===== config.mk =====
export PLATFORM = sky130hd
export DESIGN_NAME = vpu_blit_ctl
export DESIGN_NICKNAME = d
export VERILOG_FILES = /design/src/rtl/vpu_pkg.sv /design/src/rtl/vpu_vram_arb.sv /design/src/rtl/vpu_blit_ctl.sv
export SDC_FILE = /design/constraint.sdc
export NUM_CORES = 1
export LEC_CHECK = 0
export BUFFER_PORTS_ARGS = -buffer_cell sky130_fd_sc_hd__buf_2
export CAP_MARGIN = 20
export CORE_AREA = 2 2 109 111
export DETAILED_ROUTE_END_ITERATION = 6
export DIE_AREA = 0 0 111 113
export MAX_ROUTING_LAYER = met4
export PLACE_DENSITY = 0.78
export SETUP_SLACK_MARGIN = 0.15
export SLEW_MARGIN = 20
export SYNTH_ARGS = -nofsm -noshare
export SYNTH_HDL_FRONTEND = slang
export SYNTH_SLANG_ARGS = --single-unit

===== constraint.sdc =====
create_clock -name clk -period 3.45 [get_ports clk]
set_clock_uncertainty 0.2 [all_clocks]
set_input_delay 0.69 -clock clk [delete_from_list [all_inputs] [get_ports clk]]
set_output_delay 0.69 -clock clk [all_outputs]
set_load 0.1 [all_outputs]

===== src/rtl/vpu_pkg.sv =====
// Shared definitions for the VPU blitter: VRAM geometry, blitter FSM states,
// register offsets of the blitter window and CTRL/STATUS bit positions.
package vpu_pkg;

    localparam int VRAM_AW = 13;

    typedef enum logic [2:0] {
        ST_IDLE = 3'd0,
        ST_RD   = 3'd1,
        ST_CAP  = 3'd2,
        ST_WR   = 3'd3,
        ST_DONE = 3'd4
    } blit_state_e;

    localparam logic [2:0] BLT_SRC_H = 3'd0;
    localparam logic [2:0] BLT_SRC_L = 3'd1;
    localparam logic [2:0] BLT_DST_H = 3'd2;
    localparam logic [2:0] BLT_DST_L = 3'd3;
    localparam logic [2:0] BLT_CNT_H = 3'd4;
    localparam logic [2:0] BLT_CNT_L = 3'd5;
    localparam logic [2:0] BLT_FILL  = 3'd6;
    localparam logic [2:0] BLT_CTRL  = 3'd7;

    // CTRL write bits
    localparam int CTRL_START = 0;
    localparam int CTRL_MODE  = 1;
    localparam int CTRL_DIR   = 2;
    localparam int CTRL_KEY   = 3;
    localparam int CTRL_IEN   = 6;

endpackage


===== src/rtl/vpu_vram_arb.sv =====
// VRAM port-A mux with fixed CPU priority.
// Ports: cpu_* = CPU data-window request; eng_* = blit engine request;
//        vram_* = muxed port to the RAM; eng_gnt = engine beat accepted.
// Engine handshake: eng_req is the engine's valid and eng_gnt its ready. A beat
// (read address or write) transfers in a cycle where both are high; while
// eng_gnt is low the engine holds address, data and write enable unchanged.
module vpu_vram_arb
    import vpu_pkg::*;
#(
    parameter int AW = VRAM_AW,
    parameter int DW = 8
) (
    input  logic          cpu_vreq,
    input  logic          cpu_vwe,
    input  logic [AW-1:0] cpu_vaddr,
    input  logic [DW-1:0] cpu_vwdata,
    input  logic          eng_req,
    input  logic          eng_we,
    input  logic [AW-1:0] eng_addr,
    input  logic [DW-1:0] eng_wdata,
    output logic [AW-1:0] vram_addr,
    output logic [DW-1:0] vram_wdata,
    output logic          vram_we,
    output logic          eng_gnt
);

    always_comb begin
        vram_addr  = eng_addr;
        vram_wdata = eng_wdata;
        vram_we    = eng_req && eng_we;
        eng_gnt    = eng_req;
        if (cpu_vreq) begin
            vram_addr  = cpu_vaddr;
            vram_wdata = cpu_vwdata;
            vram_we    = cpu_vwe;
            eng_gnt    = 1'b0;
        end
    end

endmodule


===== src/rtl/vpu_blit_ctl.sv =====
// VRAM port-A scheduler and fill/copy block-transfer engine.
// Ports: clk/rst_n (async active-low); AD/DI/DO/rw/cs register window (DO registered);
//        irq completion level; cpu_v* CPU VRAM request; vram_* muxed RAM port
//        (vram_rdata valid one cycle after the address); busy engine active.
// Optional build macro VPU_BLIT_KEY_EN: CTRL bit3 KEY skips copy bytes equal to FILL.
// The FSM state is held in the 'state' signal (blit_state_e) for observation.
module vpu_blit_ctl
    import vpu_pkg::*;
#(
    parameter int AW = VRAM_AW,
    parameter int DW = 8
) (
    input  logic          clk,
    input  logic          rst_n,
    input  logic [2:0]    AD,
    input  logic [7:0]    DI,
    output logic [7:0]    DO,
    input  logic          rw,
    input  logic          cs,
    output logic          irq,
    input  logic          cpu_vreq,
    input  logic          cpu_vwe,
    input  logic [AW-1:0] cpu_vaddr,
    input  logic [DW-1:0] cpu_vwdata,
    output logic [AW-1:0] vram_addr,
    output logic [DW-1:0] vram_wdata,
    output logic          vram_we,
    input  logic [DW-1:0] vram_rdata,
    output logic          busy
);

    blit_state_e   state, state_nx;

    // Programmed registers (read back unchanged) and working copies.
    logic [AW-1:0] src_r, dst_r, cnt_r;
    logic [AW-1:0] w_src, w_dst, w_cnt;
    logic [DW-1:0] fill_r, data_r;
    logic          ien_r, mode_r, dir_r, irq_r;
    logic [7:0]    do_r;

    logic          bus_wr, bus_rd, start_go, cnt_zero;
    logic          eng_req, eng_we, eng_gnt, wr_step, skip, key_bit;
    logic [AW-1:0] eng_addr;
    logic [DW-1:0] eng_wdata;
    logic [15:0]   src_x, dst_x, cnt_x;
    logic [7:0]    stat;

`ifdef VPU_BLIT_KEY_EN
    logic          key_r;
    assign skip    = mode_r && key_r && (data_r == fill_r);
    assign key_bit = key_r;
`else
    assign skip    = 1'b0;
    assign key_bit = 1'b0;
`endif

    assign bus_wr   = cs && !rw;
    assign bus_rd   = cs && rw;
    assign busy     = (state == ST_RD) || (state == ST_CAP) || (state == ST_WR);
    assign start_go = bus_wr && (AD == BLT_CTRL) && DI[CTRL_START] && !busy;
    assign cnt_zero = (cnt_r == '0);

    assign eng_req   = (state == ST_RD) || (state == ST_WR);
    assign eng_we    = (state == ST_WR) && !skip;
    assign eng_addr  = (state == ST_RD) ? w_src : w_dst;
    assign eng_wdata = mode_r ? data_r : fill_r;
    // A granted WR beat advances even when a keyed byte suppresses the write.
    assign wr_step   = (state == ST_WR) && eng_gnt;

    assign src_x = {{(16-AW){1'b0}}, src_r};
    assign dst_x = {{(16-AW){1'b0}}, dst_r};
    assign cnt_x = {{(16-AW){1'b0}}, cnt_r};
    assign stat  = {irq_r, ien_r, 2'b00, key_bit, 1'b0, mode_r, busy};

    assign DO  = do_r;
    assign irq = irq_r;

    vpu_vram_arb #(.AW(AW), .DW(DW)) u_arb (
        .cpu_vreq   (cpu_vreq),
        .cpu_vwe    (cpu_vwe),
        .cpu_vaddr  (cpu_vaddr),
        .cpu_vwdata (cpu_vwdata),
        .eng_req    (eng_req),
        .eng_we     (eng_we),
        .eng_addr   (eng_addr),
        .eng_wdata  (eng_wdata),
        .vram_addr  (vram_addr),
        .vram_wdata (vram_wdata),
        .vram_we    (vram_we),
        .eng_gnt    (eng_gnt)
    );

    always_ff @(posedge clk or negedge rst_n) begin
        if (!rst_n) state <= ST_IDLE;
        else        state <= state_nx;
    end

    always_comb begin
        state_nx = state;
        case (state)
            // DONE is not busy, so it accepts a new START just like IDLE.
            ST_IDLE, ST_DONE: begin
                state_nx = ST_IDLE;
                if (start_go && !cnt_zero) state_nx = DI[CTRL_MODE] ? ST_RD : ST_WR;
            end
            ST_RD:  if (eng_gnt) state_nx = ST_CAP;
            ST_CAP: state_nx = ST_WR;
            ST_WR: begin
                if (eng_gnt) begin
                    if (w_cnt == AW'(1)) state_nx = ST_DONE;
                    else if (mode_r)     state_nx = ST_RD;
                    else                 state_nx = ST_WR;
                end
            end
            default: state_nx = ST_IDLE;
        endcase
    end

    always_ff @(posedge clk or negedge rst_n) begin
        if (!rst_n) begin
            src_r  <= '0;
            dst_r  <= '0;
            cnt_r  <= '0;
            fill_r <= '0;
            ien_r  <= 1'b0;
            mode_r <= 1'b0;
            dir_r  <= 1'b0;
`ifdef VPU_BLIT_KEY_EN
            key_r  <= 1'b0;
`endif
            w_src  <= '0;
            w_dst  <= '0;
            w_cnt  <= '0;
            data_r <= '0;
            irq_r  <= 1'b0;
            do_r   <= '0;
        end else begin
            if (bus_wr && !busy) begin
                case (AD)
                    BLT_SRC_H: src_r[AW-1:8] <= DI[AW-9:0];
                    BLT_SRC_L: src_r[7:0]    <= DI;
                    BLT_DST_H: dst_r[AW-1:8] <= DI[AW-9:0];
                    BLT_DST_L: dst_r[7:0]    <= DI;
                    BLT_CNT_H: cnt_r[AW-1:8] <= DI[AW-9:0];
                    BLT_CNT_L: cnt_r[7:0]    <= DI;
                    BLT_FILL:  fill_r        <= DI;
                    default: begin
                        ien_r  <= DI[CTRL_IEN];
                        mode_r <= DI[CTRL_MODE];
                        dir_r  <= DI[CTRL_DIR];
`ifdef VPU_BLIT_KEY_EN
                        key_r  <= DI[CTRL_KEY];
`endif
                    end
                endcase
            end

            if (start_go) begin
                w_src <= src_r;
                w_dst <= dst_r;
                w_cnt <= cnt_r;
            end

            // The RAM answers a cycle after RD, independent of who owns the port now.
            if (state == ST_CAP) data_r <= vram_rdata;

            if (wr_step) begin
                w_src <= dir_r ? (w_src - AW'(1)) : (w_src + AW'(1));
                w_dst <= dir_r ? (w_dst - AW'(1)) : (w_dst + AW'(1));
                w_cnt <= w_cnt - AW'(1);
            end

            // Completion (or a zero-length START) sets IRQ; set beats a same-cycle read clear.
            if ((state == ST_DONE && ien_r) || (start_go && cnt_zero && DI[CTRL_IEN]))
                irq_r <= 1'b1;
            else if (bus_rd && AD == BLT_CTRL)
                irq_r <= 1'b0;

            if (bus_rd) begin
                case (AD)
                    BLT_SRC_H: do_r <= src_x[15:8];
                    BLT_SRC_L: do_r <= src_x[7:0];
                    BLT_DST_H: do_r <= dst_x[15:8];
                    BLT_DST_L: do_r <= dst_x[7:0];
                    BLT_CNT_H: do_r <= cnt_x[15:8];
                    BLT_CNT_L: do_r <= cnt_x[7:0];
                    BLT_FILL:  do_r <= fill_r;
                    default:   do_r <= stat;
                endcase
            end
        end
    end

endmodule


# After elaboration in Yosys (flattened, before gate mapping)
# Index checks and enable logic that the tools add are counted.
# W data, S select, Z words.
[totals] word_cells=97 out_inout_bits=32 reg_bits=109
[classes] n_eq_ne=14 bitwise=1 n_reduce_logical=36 addsub=5 n_mux=24
[ops] cell="$mux W13" count=10
[ops] cell="$pmux W8 S7" count=1
[ops] cell="$sub A13 B1 Y13 const B" count=3
[ops] cell="$add A13 B1 Y13 const B" count=2
[ops] cell="$reduce_and A2 Y1" count=9
[ops] cell="$mux W8" count=2
[ops] cell="$eq A3 B3 Y1 const B" count=5
[ops] cell="$eq A13 B1 Y1 const B" count=1
[ops] cell="$logic_and A1 B1 Y1" count=13
[ops] cell="$logic_not A13 Y1" count=1
[ops] cell="$eq A3 B2 Y1 const B" count=4
[ops] cell="$pmux W3 S4" count=1
[ops] cell="$mux W3" count=3
[ops] cell="$reduce_or A7 Y1" count=1
[ops] cell="$eq A3 B1 Y1 const B" count=2
[ops] cell="$logic_not A3 Y1" count=2
[ops] cell="$mux W2" count=3
[ops] cell="$logic_or A1 B1 Y1" count=4
[ops] cell="$mux W1" count=4
[ops] cell="$ne A2 B2 Y1 const B" count=2
[ops] cell="$reduce_bool A2 Y1" count=2
[ops] cell="$logic_not A1 Y1" count=3
[ops] cell="$reduce_or A2 Y1" count=1
[ops] cell="$not A1 Y1" count=1

# Logic depth before layout (Yosys ltp)
[logic_depth] ltp_word=9 depth_mapped=9 ltp_nobuf=9

# Modules after synthesis
# From an unflattened synthesis, not the netlist that was laid out.
[hier_totals] cells_unflattened=678 hier_area_um2=6826.5
[modules_own_cells] mod="vpu_blit_ctl" cells_per_inst=653 area_each_um2=6552.5 n_inst=1
[modules_own_cells] mod="vpu_vram_arb" cells_per_inst=25 area_each_um2=274.0 n_inst=1

# Least setup slack after synthesis
# Ideal clock, no wire load.
[synth_timing] kind="flip-flop to output port" startpoint="register state[2]" endpoint="output vram_addr[10]" t_arrival_ps=3413 slack_ps=-853 n_path_buf=2 stages_incl_launch_ff=7 path_cell_list="dfrtp_1 -> and2b_1 -> nor2b_1 -> buf_2 -> buf_2 -> mux2i_1 -> o21ai_0"
[synth_between] elab_chain_cells=3
[synth_rtl] item="start, declared" line_no="vpu_blit_ctl.sv:32" text="blit_state_e state, state_nx;"
[synth_rtl] item="start signal, assigned" line_no="vpu_blit_ctl.sv:95" text="else state <= state_nx;"
[synth_rtl] item="$eq A3 B1 Y1" line_no="vpu_blit_ctl.sv:65" text="assign eng_addr = (state == ST_RD) ? w_src : w_dst;"
[synth_rtl] item="$mux W13" line_no="vpu_blit_ctl.sv:65"
[synth_rtl] item="$mux W13" line_no="vpu_vram_arb.sv:32" text="if (cpu_vreq) begin"
[synth_rtl] item="end, declared" line_no="vpu_blit_ctl.sv:25" text="output logic [AW-1:0] vram_addr,"
# Every way passes these cells.

# Final worst setup path
[layout_timing] startpoint="register dir_r" endpoint="register w_dst[9]"
[layout_between] elab_chain_cells=2
[layout_rtl] item="start, declared" line_no="vpu_blit_ctl.sv:38" text="logic ien_r, mode_r, dir_r, irq_r;"
[layout_rtl] item="start signal, assigned" line_no="vpu_blit_ctl.sv:150" text="dir_r <= DI[CTRL_DIR];"
[layout_rtl] item="$mux W13" line_no="vpu_blit_ctl.sv:169" text="w_dst <= dir_r ? (w_dst - AW'(1)) : (w_dst + AW'(1));"
[layout_rtl] item="$mux W13" line_no="vpu_blit_ctl.sv:167" text="if (wr_step) begin"
[layout_rtl] item="end signal, assigned" line_no="vpu_blit_ctl.sv:160" text="w_dst <= dst_r;"
[layout_rtl] item="end signal, assigned" line_no="vpu_blit_ctl.sv:169"
[layout_rtl] item="end, declared" line_no="vpu_blit_ctl.sv:36" text="logic [AW-1:0] w_src, w_dst, w_cnt;"
# Every way passes these cells.
# A chain may end at the register's enable or synchronous reset.

==> metrics.yaml <==
run_status:
  status: "completed"
floorplan:
  rows: 39
  core_area_um2: 11300
  die-area_um2: 12500
  initial_utilization_pct: 58.8
  dieWidth_um: 111
  io_pins: 78
  die_h_um: 113
synth:
  synth_warnings: 0
  yosysTopAreaCell: "dfrtp_1"
  synthTopCellsByArea: "dfrtp_1 41%, mux2_2 10%, nand2_1 5.3%"
  async_reset_ff_share_pct: 100
  ys_types: 66
  synth_flop_cell: "dfrtp_1"
  synth_area_um2: 6630
  syn-num-nets: 763
  syn_inst: 691
  synth-seq-cells: 109
  synth_edf_count: 0
  synth_top_area_share_pct: 41.2
  synth-seq-area-share_pct: 41.2
  synth_area_per_cell_um2: 9.59
route:
  drc: 0
  num_vias: 5824
  wl_per_cell_um: 21.2
  ant_nets: 0
  routed_wl_um: 19300
  drt-pass1-iter-count: 5
  drtIter0Drc: 489
  avgViaCountPerCell: 6.40
setup_path:
  required_ns: 3.49
  r2r_slack_ns: 0.32
  start_kind: "flop"
  crit_path_cell_trace: "ha_1 -> a211oi_1 -> nor2_1 -> o21ai_1 -> nor2b_1 -> o21ai_0 -> a2111o_1 -> a41o_1"
  endpoint: "w_dst[9]$_DFFE_PN0P_"
  critPathKind: "reg2reg"
  crit_start: "dir_r$_DFFE_PN0P_"
  critPathMaxStageDelay_ns: 0.72
  worstPathArrival_ns: 3.17
  crit_path_top_delay_cell: "dfrtp_1"
  crit_path_end_kind: "flop"
  r2r_end: "w_dst[9]$_DFFE_PN0P_"
  crit_fanout: 15
  reg2reg_depth: 8
  r2r-start: "dir_r$_DFFE_PN0P_"
worst_hold_path:
  hp-class: "in2async"
timing:
  finalSetupViolations: 0
  max_slew_margin_pct: 48.9
  fin_crit_sh_pct: 90.7
  drv_slew: 0
  max_freq_mhz: 320
  period_needed_ns: 3.13
  rsz0062_at_grt: "false"
  tightestPinTransition_ns: 0.764
  hold_viol_final: 0
  whs_ns: 0.170
  tns_ns: 0
cells_and_area:
  final_cell_mix: "109 x dfrtp_1, 93 x nand2_1, 63 x buf_2"
  postLayoutCoreUtil_pct: 68.6
  final_common_cell: "dfrtp_1"
  fin_cells: 910
  final_nets: 833
  syn_to_final_growth_pct: 16.6
  post_route_cells_drive_above_1_share_pct: 26.0
place:
  dp.cells: 893
  gp_congestion: 0.939
  io_buffers: 77
  hpwlAfterDp_um: 14300
global_route:
  grt_pass1_wl_um: 30900
  antenna_found_initial: 1
  grt_util_all_layers_pct: 32.3
  grt_pass1_vias: 5784
  grt_max_degree: 59
  grt_overflow: 0
clock_tree:
  cts_resized: 0
  ctsLongestPathBuffers: 2
  clk_pin_slew_ns: 0.07
  cts_max_level: 3
  clk_latency_ns: 0.35
  cts_tree: "yes"
  cts_root_buf: "clkbuf_16"
  cts_sinks: 109
  post_cts_buffers: 0
  ctsHoldBuffers: 0
  numCtsBuffers: 9
power:
  p_leak_nw: 3.50
  ir_drop_mv: 0.500
  finalPower_mw: 6.17
  cellPowerDensity_nw_per_um2: 799
flow_run:
  cap_violations: 0
[area by class of cell]
type,count,area (µm²)
Antenna cell,1,2.50
Clock inverter,4,55.1
Tap cell,143,179
Multi-Input combinational cell,537,3760
Timing Repair Buffer,91,701
Fill cell,871,3540
Inverter,13,48.8
Clock buffer,12,256
Sequential cell,109,2730
[layer usage]
metal	vias to the layer above	share of wire, %	global-route usage [%]	wire [µm]
li1	2679	-	-	-
met1	2832	41	39.3	7910
met2	261	50	54.0	9550
met3	52	6.2	5.09	1200
met4	0	3.1	13.5	605
met5	-	0	-	0
[where the power goes]
part	internal [mW]	total (mW)	switching (mW)	leakage, nW
clock	0.608	1.09	0.481	0.149
combinational	1.22	3.15	1.93	1.97
sequential	1.59	1.93	0.342	1.39
[synth_stat cells (all sizes together) (15+ instances only)]
cell type  count
mux2          62
a21oi         38
nand2         93
nand3         17
nor3          15
nor2          54
clkbuf        16
mux2i         33
o21ai         67
dfrtp        109
buf           16
ha            24
[worst min-delay path by stage]
stage                            startpoint                   end  slack [ns]  depth (start not counted)
final                                 rst_n  w_dst[7]$_DFFE_PN0P_        0.17                          1
after global routing                  rst_n  w_dst[7]$_DFFE_PN0P_        0.23                          1
after CTS                             rst_n  w_dst[7]$_DFFE_PN0P_        0.21                          1
after detailed placement  DO[2]$_DFFE_PN0P_     DO[2]$_DFFE_PN0P_        0.27                          2
after global placement    DO[3]$_DFFE_PN0P_     DO[3]$_DFFE_PN0P_        0.27                          2
after floorplan                       rst_n     DO[0]$_DFFE_PN0P_        0.19                          0
[stage by stage]
step	instance area, µm²	worst slack (ns)
4_1_cts	7720	0.361
3_5_place_dp	7410	0.276
6_report	7730	0.322
5_1_grt	7730	0.245
3_3_place_gp	7410	0.451
2_1_floorplan	6690	-0.0986
[cells by family (layout without fill, tap and decap cells)]
family | after synthesis | in the layout | synth area share, %
flip-flops | 109 | 109 | 41.2
AO/OA/AOI/OAI | 180 | 180 | 17.1
multiplexers | 97 | 97 | 16.2
buffers and inverters | 45 | 120 | 3.02
other | 0 | 1 | 0
AND/OR/NAND/NOR | 221 | 221 | 15.7
adder cells (fa/ha/maj) | 26 | 26 | 5.14
XOR/XNOR | 13 | 13 | 1.72
[flip-flops by register name (all words and copies together), names as in the netlist]
| name | count |
|---|---|
| mode_r | 1 |
| dst_r | 13 |
| w_dst | 13 |
| DO | 8 |
| dir_r | 1 |
| ien_r | 1 |
| cnt_r | 13 |
| fill_r | 8 |
| w_src | 13 |
| data_r | 8 |
| w_cnt | 13 |
| src_r | 13 |
| irq | 1 |
| state | 3 |
[worst max-delay path: cells and delay by family, from the launching register on]
family                     cells  cell delay [ns]
AOI/OAI and AO/OA              5             1.37
DFF                            1             0.72
adders and majority gates      1             0.37
and+or+nand+nor                2             0.36
No activity file was read; power rests on OpenSTA's default activity.
